File: src/rtl/ps2_pkg.sv
// Shared PS/2 definitions: FSM states, frame constants and the frame builder
// used by the device-side transmitter.
package ps2_pkg;

  typedef enum logic [2:0] {
    IDLE,
    WAIT,
    HIGH,
    LOW,
    ABORT,
    GAP
  } ps2_state_t;

  localparam int PS2_FRAME_BITS     = 11;
  localparam int PS2_INHIBIT_SETTLE = 4;
  localparam int PS2_GAP_HALVES     = 2;

  // Bit 0 goes on the wire first: start, data LSB..MSB, odd parity, stop.
  function automatic logic [PS2_FRAME_BITS-1:0] ps2_frame(input logic [7:0] b);
    return {1'b1, ~^b, b, 1'b0};
  endfunction

endpackage

File: src/rtl/ps2_sync.sv
// Two-flop synchroniser for a sensed PS/2 line; resets to the idle-high level.
module ps2_sync (
  input  logic clk,
  input  logic rst,
  input  logic d,
  output logic q
);

  logic meta;

  always_ff @(posedge clk or posedge rst) begin
    if (rst) begin
      meta <= 1'b1;
      q    <= 1'b1;
    end else begin
      meta <= d;
      q    <= meta;
    end
  end

endmodule

File: src/rtl/ps2_device_tx.sv
// PS/2 device-side transmitter: generates the PS/2 clock, serialises one
// scan-code frame per accepted byte and restarts the frame on host inhibit.
module ps2_device_tx
  import ps2_pkg::*;
#(
  parameter int CLKFREQ     = 16000,
  parameter int PS2_HALF_US = 40
) (
  input  logic       clk,
  input  logic       rst,
  input  logic [7:0] data,
  input  logic       valid,
  output logic       ready,
  output logic       done,
  output logic       abort,
  input  logic       ps2clk_in,
  output logic       ps2clk_oe,
  output logic       ps2dat_oe
);

  localparam int HALF = CLKFREQ * PS2_HALF_US / 1000;
  localparam int CW   = $clog2(2 * HALF);

  localparam logic [CW-1:0] HALF_LAST = CW'(HALF - 1);
  localparam logic [CW-1:0] GAP_LAST  = CW'(PS2_GAP_HALVES * HALF - 1);
  localparam logic [CW-1:0] SETTLE    = CW'(PS2_INHIBIT_SETTLE);
  localparam logic [3:0]    LAST_BIT  = 4'(PS2_FRAME_BITS - 1);

  ps2_state_t                state, state_n;
  logic [CW-1:0]             cnt, cnt_n;
  logic [3:0]                idx, idx_n;
  logic [PS2_FRAME_BITS-1:0] shreg;
  logic                      done_q;
  logic                      load;
  logic                      gap_end;
  logic                      clk_sync;

  ps2_sync u_clk_sync (
    .clk (clk),
    .rst (rst),
    .d   (ps2clk_in),
    .q   (clk_sync)
  );

  // done is registered, so ready is held off for its pulse cycle.
  assign ready = (state == IDLE) && !done_q;
  assign done  = done_q;

  always_ff @(posedge clk or posedge rst) begin
    if (rst) begin
      state  <= IDLE;
      cnt    <= '0;
      idx    <= '0;
      shreg  <= '0;
      done_q <= 1'b0;
    end else begin
      state  <= state_n;
      cnt    <= cnt_n;
      idx    <= idx_n;
      done_q <= gap_end;
      if (load) shreg <= ps2_frame(data);
    end
  end

  always_comb begin
    state_n   = state;
    cnt_n     = cnt;
    idx_n     = idx;
    load      = 1'b0;
    gap_end   = 1'b0;
    abort     = 1'b0;
    ps2clk_oe = 1'b0;
    ps2dat_oe = 1'b0;

    unique case (state)
      IDLE: begin
        if (valid && ready) begin
          load    = 1'b1;
          cnt_n   = '0;
          state_n = WAIT;
        end
      end

      // The clock line must read high for a full half period before we start.
      WAIT: begin
        if (!clk_sync) begin
          cnt_n = '0;
        end else if (cnt == HALF_LAST) begin
          cnt_n   = '0;
          idx_n   = '0;
          state_n = HIGH;
        end else begin
          cnt_n = cnt + 1'b1;
        end
      end

      // Early samples still see our own LOW drive through the synchroniser.
      HIGH: begin
        ps2dat_oe = ~shreg[idx];
        if (cnt >= SETTLE && !clk_sync) begin
          cnt_n   = '0;
          state_n = ABORT;
        end else if (cnt == HALF_LAST) begin
          cnt_n   = '0;
          state_n = LOW;
        end else begin
          cnt_n = cnt + 1'b1;
        end
      end

      LOW: begin
        ps2clk_oe = 1'b1;
        ps2dat_oe = ~shreg[idx];
        if (cnt == HALF_LAST) begin
          cnt_n = '0;
          if (idx == LAST_BIT) begin
            state_n = GAP;
          end else begin
            idx_n   = idx + 4'd1;
            state_n = HIGH;
          end
        end else begin
          cnt_n = cnt + 1'b1;
        end
      end

      ABORT: begin
        abort   = 1'b1;
        cnt_n   = '0;
        idx_n   = '0;
        state_n = WAIT;
      end

      GAP: begin
        if (cnt == GAP_LAST) begin
          cnt_n   = '0;
          gap_end = 1'b1;
          state_n = IDLE;
        end else begin
          cnt_n = cnt + 1'b1;
        end
      end

      default: state_n = IDLE;
    endcase
  end

endmodule

File: config.mk
export PLATFORM = sky130hd
export DESIGN_NAME = ps2_device_tx
export DESIGN_NICKNAME = d
export VERILOG_FILES = /design/src/rtl/ps2_pkg.sv /design/src/rtl/ps2_sync.sv /design/src/rtl/ps2_device_tx.sv
export SDC_FILE = /design/constraint.sdc
export NUM_CORES = 1
export LEC_CHECK = 0
export ABC_AREA = 1
export BUFFER_PORTS_ARGS = -buffer_cell sky130_fd_sc_hd__clkbuf_2
export CAP_MARGIN = 0
export CORE_ASPECT_RATIO = 1.4
export CORE_UTILIZATION = 40
export CTS_CLUSTER_SIZE = 30
export DETAILED_ROUTE_END_ITERATION = 16
export GPL_ROUTABILITY_DRIVEN = 0
export PLACE_DENSITY_LB_ADDON = 0.2
export REMOVE_ABC_BUFFERS = 1
export SYNTH_ARGS = -nofsm -noshare
export SYNTH_HDL_FRONTEND = slang
export SYNTH_SLANG_ARGS = --single-unit
File: constraint.sdc
create_clock -name clk -period 1.5 [get_ports clk]
set_input_delay 0.225 -clock clk [delete_from_list [all_inputs] [get_ports clk]]
set_output_delay 0.225 -clock clk [all_outputs]
set_load 0.005 [all_outputs]
==> flow_metrics.env, run 1 <==
export IMPL_outcome="finished with violations"
export IMPL_post_route_util_pct=54.9
export IMPL_max_freq_mhz=589
export IMPL_synth_seq_area_share_pct=36.2
export IMPL_p_leak_nw=1.39
export IMPL_setup_worst_path_class="reg -> out"
export IMPL_htreeDepth=2
export IMPL_regArea_um2=782
export IMPL_layout_setup_ws_ns=-0.197
export IMPL_place_hpwl_um=3890
export IMPL_fin_nets=364
export IMPL_dr_first_iter_drc_count=55
export IMPL_start_util_pct=41.6
export IMPL_wl_per_cell_um=12.6
export IMPL_cp_end_kind="primary output"
export IMPL_rows=31
export IMPL_min_path_type="in -> async"
export IMPL_drive_gt1_share_pct=35.5
export IMPL_holdWs_ns=-0.00193
export IMPL_fin_crit_ns=1.70
export IMPL_period_share_pct=113
export IMPL_finalMaxSlewViolations=0
export IMPL_die_x_um=63.9
export IMPL_ctsHoldBuffers=0
export IMPL_grt_setup_unrepaired="yes"
export IMPL_clock_path_buffers=2
export IMPL_startpoint_type="flip-flop"
export IMPL_multi_input_area_um2=1330
export IMPL_crit_fanout=7
export IMPL_grt_overflow_total=0
export IMPL_grt_max_degree=32
export IMPL_hold_viol_final=3
export IMPL_synth_area_um2=2150
export IMPL_io_buffers=16
export IMPL_arrival_ns=1.47
export IMPL_antenna_found_initial=0
export IMPL_grt_first_pass_wirelength_um=8590
export IMPL_avgSynthCellArea_um2=7.23
export IMPL_synth_edf_count=0
export IMPL_grt_pass1_vias=1954
export IMPL_p_total_w=0.00436
export IMPL_clock_skew_ns=0.0108
export IMPL_via_count=2015
export IMPL_peakVddDrop_uv=896
export IMPL_cts_sinks=31
export IMPL_firstDrtPassIters=4
export IMPL_post_synth_num_cell_types=37
export IMPL_syn_inst=297
export IMPL_final_common_cell="nand2_1"
export IMPL_tightest_slew_ns=0.421
export IMPL_ant_nets=0
export IMPL_violations="hold timing, setup timing"
export IMPL_pin_count=17
export IMPL_ctsRootBufferMaster="clkbuf_8"
export IMPL_fp_coreArea_um2=5160
export IMPL_cts_clk_slew_worst_paths_ns=0.07
export IMPL_remaining_drc_errors=0
export IMPL_synth_ff_type="dfrtp_1"
export IMPL_power_density_nw_per_um2=1540
export IMPL_slew_headroom_pct=72.0
export IMPL_cts_tree="yes"
export IMPL_grt_usage_pct=19.9
export IMPL_async_flop_share_pct=100
export IMPL_drt_wl_total_um=5250
export IMPL_cp_required_ns=1.27
export IMPL_drv_cap=0
export IMPL_area_growth_pct=31.8
export IMPL_fp_dieArea_um2=5670
export IMPL_via_per_inst=4.86
export IMPL_ys_warn_count=0
export IMPL_clock_latency_ns=0.28
export IMPL_fp_dieH_um=88.7
export IMPL_fill_cells=509
export IMPL_diodes=0
export IMPL_final_cell_mix="nand2_1 (88), inv_1 (28), dfrtp_1 (26)"
export IMPL_setup_viol=9
export IMPL_ys_seq_elements=31
export IMPL_cts_buffers=5
## worst max-delay path: stages (launching register included)
cell      delay (ns)
dfrtp_1         0.39
buf_6           0.14
o211ai_1        0.18
nand3_1         0.12
nand3_2         0.10
o31ai_2         0.06
nor2_1          0.09
buf_2           0.11
## cells in the mapped netlist (2+ instances only)
master       n  share of area [%]
buf_2        2               0.47
nand2_2      7                2.0
o2111ai_1    2               0.82
dfstp_2      2                2.4
nand2_1    102                 18
buf_4        2               0.70
ha_1         4                2.3
a21oi_1      2               0.47
nor2_2       5                1.5
nor2_4       3                1.6
nand4_1      8                2.3
nand3_1     18                4.2
nor2_1      22                3.8
inv_2        8                1.4
o211ai_1     5                1.7
o21ai_1      5                1.2
xnor2_1      6                2.4
dfrtp_1     29                 34
inv_1       32                5.6
xor2_1       7                2.9
nand3b_1     2               0.70
nand3_2      3                1.4
or2_1        2               0.58
o21ai_0      3               0.70
nor3_1       4               0.93
## metal layers
layer | part of all wire, % | vias up | track usage (%)
met2 | 57 | 28 | 38.2
met1 | 40 | 939 | 20.7
met4 | 1.3 | 0 | 9.09
met5 | 0 | - | 0
met3 | 2.2 | 6 | 3.74
li1 | - | 1042 | -
## cell families after synthesis
family	count (synthesis)	synth area share [%]
compound gates	20	6.00
xor+xnor	13	5.30
fa+ha+maj	4	2.33
buf+inv	47	9.91
flops	31	36.2
simple gates	182	40.2
## final timing paths
check	startpoint	to	depth (start not counted)	slack, ns
hold / removal	rst	shreg[6]	3	-0.002
setup reg to reg	cnt[1]	state[0]	8	-0.04
min in group clk	ps2clk_in	u_clk_sync.meta	1	0.02
hold reg to reg	u_clk_sync.meta	u_clk_sync.q	0	0.36
setup / recovery	idx[0]	ps2dat_oe	7	-0.20
max in group asynchronous	rst	state[1]	3	1.17
## metrics by stage
step / setup TNS (ns) / std cells / setup WS, ns / cell area, um2
floorplan: -0.0874 / 291 / -0.0145 / 2090
global placement: 0 / 394 / 0.00301 / 2420
detailed placement: -0.0554 / 394 / -0.0165 / 2420
CTS: -0.561 / 408 / -0.196 / 2600
global route: -2.07 / 415 / -0.305 / 2830
finish: -0.384 / 415 / -0.197 / 2830
## power breakdown
part	internal, W	leakage [nW]	switching (W)
combinational	0.00105	0.954	0.00142
clock	0.000326	0.0422	0.000317
sequential	0.00107	0.393	0.000178
## final cells by class
cell class	instances	share of cell area, %
Multi-Input combinational cell	219	47.1
Sequential cell	31	27.6
Clock inverter	1	0.177
Inverter	41	5.79
Timing Repair Buffer	50	13.7
Tap cell	66	2.92
Clock buffer	7	2.70
## what timing repair did
action	4_1_cts	5_1_grt
buffers inserted	6	7
pin swaps	7	25
setup endpoints to repair	10	21
resized for setup	11	52
hold endpoints to repair	0	0
## sequential cells by signal, indices dropped and copies added (netlist names)
name / flops
cnt: 11
done: 1
idx: 4
shreg: 10
state: 3
u_clk_sync.meta: 1
u_clk_sync.q: 1
Note: power is estimated with default switching activity, not from simulation.
==> inputs of run 2 (changes only) <==
Settings changed: SLEW_MARGIN set to 10.
Clock period 1.5 ns to 1.69 ns, I/O delays scaled along.
==> run 2 against run 1 <==
Against the previous run:
- the flow finishes with violations (setup timing)
- power is 18% lower
- sequential share of layout area up 1.4 points
- count of clock-buffer cells in the layout up 1
- combinational power down 27%
- worst setup slack better by 0.13 ns
- critical path depth unchanged
- first-iteration DRC count increased by 76%
- cell count fell by 2.9%
- clock power up 1%
- via count is 1.5% lower
- core utilization down 2.8 points
- cell area down 5.1%
- critical endpoint unchanged
- largest cell class unchanged
- largest power group unchanged
==> flow_metrics.env, run 2 (synthesis results as in run 1) <==
export IMPL_outcome="finished with violations"
export IMPL_violations="setup timing"
export IMPL_layout_setup_ws_ns=-0.0693
export IMPL_critPathMaxStageDelay_ns=0.41
export IMPL_die_x_um=63.9
export IMPL_tightest_slew_ns=0.423
export IMPL_largest_reg_flops=11
export IMPL_start_util_pct=41.6
export IMPL_placed_area_um2=2320
export IMPL_diodes=0
export IMPL_startpoint_type="flip-flop"
export IMPL_path_cells="buf_6 -> o211ai_1 -> nand3_1 -> nand3_2 -> o31ai_2 -> nor2_1 -> buf_2"
export IMPL_cts_sinks=31
export IMPL_final_common_cell="nand2_1"
export IMPL_regMostFlops="cnt"
export IMPL_regToRegSetupSlack_ns=0.01
export IMPL_fin_nets=352
export IMPL_max_freq_mhz=568
export IMPL_antenna_found_initial=0
export IMPL_clock_latency_ns=0.29
export IMPL_p_int_w=0.00201
export IMPL_fp_coreArea_um2=5160
export IMPL_setup_worst_path_class="reg -> out"
export IMPL_power_density_nw_per_um2=1340
export IMPL_grt_pass1_vias=1897
export IMPL_grt_setup_unrepaired="yes"
export IMPL_peakVddDrop_uv=729
export IMPL_final_cell_mix="nand2_1 (93), inv_1 (30), dfrtp_1 (27)"
export IMPL_arrival_ns=1.51
export IMPL_r2r_end="state[0]"
export IMPL_wl_per_cell_um=12.8
export IMPL_ctsRootBufferMaster="clkbuf_8"
export IMPL_slew_headroom_pct=71.8
export IMPL_finalMaxSlewViolations=0
export IMPL_dr_first_iter_drc_count=97
export IMPL_swShare_pct=44.1
export IMPL_grt_first_pass_wirelength_um=8180
export IMPL_via_count=1985
export IMPL_power_share_sequential_pct=31.5
export IMPL_r2r_cells=11
export IMPL_drive_gt1_share_pct=29.4
export IMPL_reg2reg_from="cnt[0]"
export IMPL_holdWs_ns=0.0292
export IMPL_clock_skew_ns=0.0124
export IMPL_pin_count=17
export IMPL_min_path_type="in -> async"
export IMPL_drt_wl_total_um=5150
export IMPL_io_buffers=16
export IMPL_cts_buffers=5
export IMPL_period_share_pct=104
export IMPL_slowest_stage="dfrtp_1"
export IMPL_drv_cap=0
export IMPL_fill_cells=504
export IMPL_final_cell_area_um2=2690
export IMPL_fp_dieArea_um2=5670
export IMPL_fin_crit_ns=1.76
export IMPL_area_growth_pct=25.1
export IMPL_pwr_share_clk_pct=18.1
export IMPL_grt_overflow_total=0
export IMPL_cts_clk_slew_worst_paths_ns=0.07
export IMPL_clock_path_buffers=2
export IMPL_cts_tree="yes"
export IMPL_ctsHoldBuffers=0
export IMPL_firstDrtPassIters=4
export IMPL_grt_max_degree=32
export IMPL_crit_fanout=7
export IMPL_fp_dieH_um=88.7
export IMPL_top_regs="cnt (11), shreg (10), idx (4)"
export IMPL_comb_power_share_pct=50.4
export IMPL_p_leak_nw=1.33
export IMPL_place_hpwl_um=3670
export IMPL_setup_viol=1
export IMPL_p_switching_w=0.00159
export IMPL_cp_required_ns=1.44
export IMPL_hold_viol_final=0
export IMPL_rows=31
export IMPL_via_per_inst=4.93
export IMPL_htreeDepth=2
export IMPL_remaining_drc_errors=0
export IMPL_cp_end_kind="primary output"
export IMPL_ant_nets=0
export IMPL_grt_usage_pct=19.2
[run 2: changes by cell type in the layout (fill, tap and decap cells not counted), moves of 3 or more]
cell / before / now
buf_6: 7 / 3
nand3_2: 4 / 1
buf_4: 25 / 17
nand2_1: 88 / 93
nand2_2: 15 / 11
[run 2: layout make-up]
type	count	area (um2)	share of cell area, %
clock buffers	8	100	3.73
inverters	41	164	6.10
well taps	66	82.6	3.07
multi-input cells	219	1280	47.6
repair buffers	38	282	10.5
flip-flops and latches	31	781	29.1
[run 2: worst max-delay path by stage]
stage,start,endpoint,cells after the start
2_1_floorplan,cnt[0],cnt[2],10
3_5_place_dp,cnt[0],cnt[9],10
6_report,idx[0],ps2dat_oe,7
3_3_place_gp,cnt[0],cnt[1],10
5_1_grt,idx[0],ps2dat_oe,7
4_1_cts,idx[0],ps2dat_oe,7
[run 2: metal layers]
metal  part of all wire (%)  wire (um)  track usage, %
met5                      0          0               0
met4                    3.2        165            12.4
met3                    3.4        177            4.38
met2                     54       2800            35.2
met1                     39       2010            19.5
[run 2: power groups by stage]
stage	registers [W]	logic [W]	clock network [W]
global placement	0.00113	0.00145	0
CTS	0.00112	0.00151	0.000672
floorplan	0.00111	0.00107	0
detailed placement	0.00113	0.00147	0
finish	0.00113	0.00181	0.000652
global route	0.00116	0.00202	0.000709
[run 2: metrics by stage]
stage,setup TNS [ns],utilization [%],instances,power [W],worst slack [ns]
floorplan,0,-,291,0.00218,0.175
finish,-0.0693,52.1,403,0.00360,-0.0693
global placement,0,44.9,380,0.00259,0.0607
detailed placement,0,44.9,380,0.00260,0.0207
global route,-0.590,52.1,403,0.00388,-0.147
CTS,-0.0622,47.7,392,0.00330,-0.0622
[run 2: critical path: cells and delay by family (launching register included)]
family | cells | cell delay [ns]
flops | 1 | 0.41
simple gates | 3 | 0.31
buf+inv | 2 | 0.27
compound gates | 2 | 0.24
[run 2: repair_timing]
item,CTS,global route
endpoints found under the hold margin,0,0
setup endpoints to repair,2,16
pin swaps,2,9
gates resized for setup,3,37
cloned,0,0
setup buffers,4,11
==> inputs of run 3 (changes only) <==
Settings changed: CELL_PAD_IN_SITES_DETAIL_PLACEMENT set to 0, CELL_PAD_IN_SITES_GLOBAL_PLACEMENT set to 1, CORE_ASPECT_RATIO 1.4 to unset, RECOVER_POWER set to 50.
==> run 3 against run 2 <==
Against the previous run:
- the flow still finishes with violations (setup timing)
- register-to-register slack about the same
- worst setup slack got worse by 0.0020 ns
- non-clock buffer count decreased by 10
- critical path type unchanged
- critical endpoint unchanged
- largest cell class unchanged
==> flow_metrics.env, run 3 (synthesis results as in run 1) <==
export IMPL_fin_cells=397
export IMPL_io_buffers=16
export IMPL_dp_cells=387
export IMPL_finalSetupTns_ns=-0.0714
export IMPL_regMostFlops="cnt"
export IMPL_tightest_slew_ns=0.798
export IMPL_clock_latency_ns=0.28
export IMPL_antenna_found_initial=0
export IMPL_clock_path_buffers=2
export IMPL_dr_first_iter_drc_count=113
export IMPL_cts_buffers=5
export IMPL_crit_fanout=8
export IMPL_drive_gt1_share_pct=23.5
export IMPL_fp_dieH_um=75.3
export IMPL_grt_usage_pct=18.9
export IMPL_die_x_um=75.3
export IMPL_fp_coreArea_um2=5140
export IMPL_p_leak_nw=1.27
export IMPL_hold_viol_final=0
export IMPL_final_common_cell="nand2_1"
export IMPL_setup_worst_path_class="reg -> out"
export IMPL_cts_tree="yes"
export IMPL_largest_reg_flops=11
export IMPL_peakVddDrop_uv=538
export IMPL_rows=26
export IMPL_layout_setup_ws_ns=-0.0714
export IMPL_grt_first_pass_wirelength_um=7890
export IMPL_top_regs="cnt (11), shreg (10), idx (4)"
export IMPL_ctsRootBufferMaster="clkbuf_8"
export IMPL_final_cell_mix="nand2_1 (102), inv_1 (31), dfrtp_1 (28)"
export IMPL_cts_clk_slew_worst_paths_ns=0.07
export IMPL_cp_end_kind="primary output"
export IMPL_fin_nets=342
export IMPL_remaining_drc_errors=0
export IMPL_setup_viol=1
export IMPL_min_path_type="in -> reg"
export IMPL_pin_count=17
export IMPL_firstDrtPassIters=4
export IMPL_ant_nets=0
export IMPL_via_per_inst=4.71
export IMPL_fp_dieArea_um2=5660
export IMPL_fin_crit_ns=1.76
export IMPL_startpoint_type="flip-flop"
export IMPL_cp_required_ns=1.44
export IMPL_area_growth_pct=18.2
export IMPL_cts_sinks=31
export IMPL_grt_max_degree=32
export IMPL_violations="setup timing"
export IMPL_start_util_pct=41.8
export IMPL_grt_overflow_total=0
export IMPL_drv_cap=0
export IMPL_power_density_nw_per_um2=1370
export IMPL_clock_skew_ns=0.00318
export IMPL_drt_wl_total_um=4820
export IMPL_diodes=0
export IMPL_max_freq_mhz=568
export IMPL_place_hpwl_um=3540
export IMPL_period_share_pct=104
export IMPL_outcome="finished with violations"
export IMPL_arrival_ns=1.51
export IMPL_finalMaxSlewViolations=0
export IMPL_wl_per_cell_um=12.1
export IMPL_slew_headroom_pct=46.8
export IMPL_htreeDepth=2
export IMPL_via_count=1871
export IMPL_grt_setup_unrepaired="yes"
export IMPL_grt_pass1_vias=1677
## run 3: changes by cell type in the layout (fill, tap and decap cells not counted), moves of 2 or more
cell and change:
buf_4 -8, buf_6 -2, nand2_1 +9, nand2_2 -6
nand2_4 -2, nor2_4 -2
## run 3: final timing paths
kind | start | end | slack (ns) | cells past startpoint
setup / recovery | idx[0] | ps2dat_oe | -0.07 | 7
hold / removal | ps2clk_in | u_clk_sync.meta | 0.04 | 1
setup reg to reg | cnt[1] | cnt[10] | 0.01 | 10
hold reg to reg | u_clk_sync.meta | u_clk_sync.q | 0.36 | 0
max in group asynchronous | rst | cnt[5] | 0.97 | 3
min in group asynchronous | rst | shreg[5] | 0.17 | 3
## run 3: power by group
part	total, W	internal, W	switching, W
combinational	0.00159	0.000577	0.00101
clock	0.000782	0.000477	0.000304
sequential	0.00112	0.000942	0.000179
## run 3: stage by stage
step / util [%] / power (W) / area, um2 / hold slack [ns] / worst slack, ns
after global placement: 45.6 / 0.00263 / 2350 / 0.340 / 0.109
after CTS: 48.2 / 0.00345 / 2470 / 0.0363 / -0.139
final: 49.4 / 0.00349 / 2540 / 0.0446 / -0.0714
after global routing: 49.4 / 0.00381 / 2540 / 0.0402 / -0.269
after floorplan: - / 0.00218 / 2090 / 0.258 / 0.175
after detailed placement: 45.6 / 0.00262 / 2350 / 0.346 / 0.0733
## run 3: layout make-up
class,instances,area (um2)
clock buffer,6,82.6
clock inverter,2,35.0
fill,532,2600
inverter,41,156
multi-input combinational,219,1210
sequential,31,779
tap,70,87.6
timing repair buffer,28,184
## run 3: metal layers
metal | vias up | GRT usage (%) | wire [um]
met2 | 33 | 27.1 | 2120
met4 | 0 | 4.94 | 51
met1 | 836 | 28.7 | 2490
met5 | - | 0 | 0
met3 | 5 | 4.02 | 159
li1 | 997 | - | -
## run 3: worst max-delay path, cell delays in order, from the launching register on
cell and delay [ns]:
dfrtp_1 0.43, buf_6 0.16, o211ai_1 0.17, nand3_1 0.11
nand3_2 0.09, o31ai_2 0.07, nor2_1 0.08, buf_2 0.11
## run 3: repair_timing
action,in CTS,in global routing
pin swaps,5,3
hold buffers,0,0
endpoints found under the setup margin,1,11
gates resized for setup,4,12
endpoints found under the hold margin,0,0
setup buffers,0,2
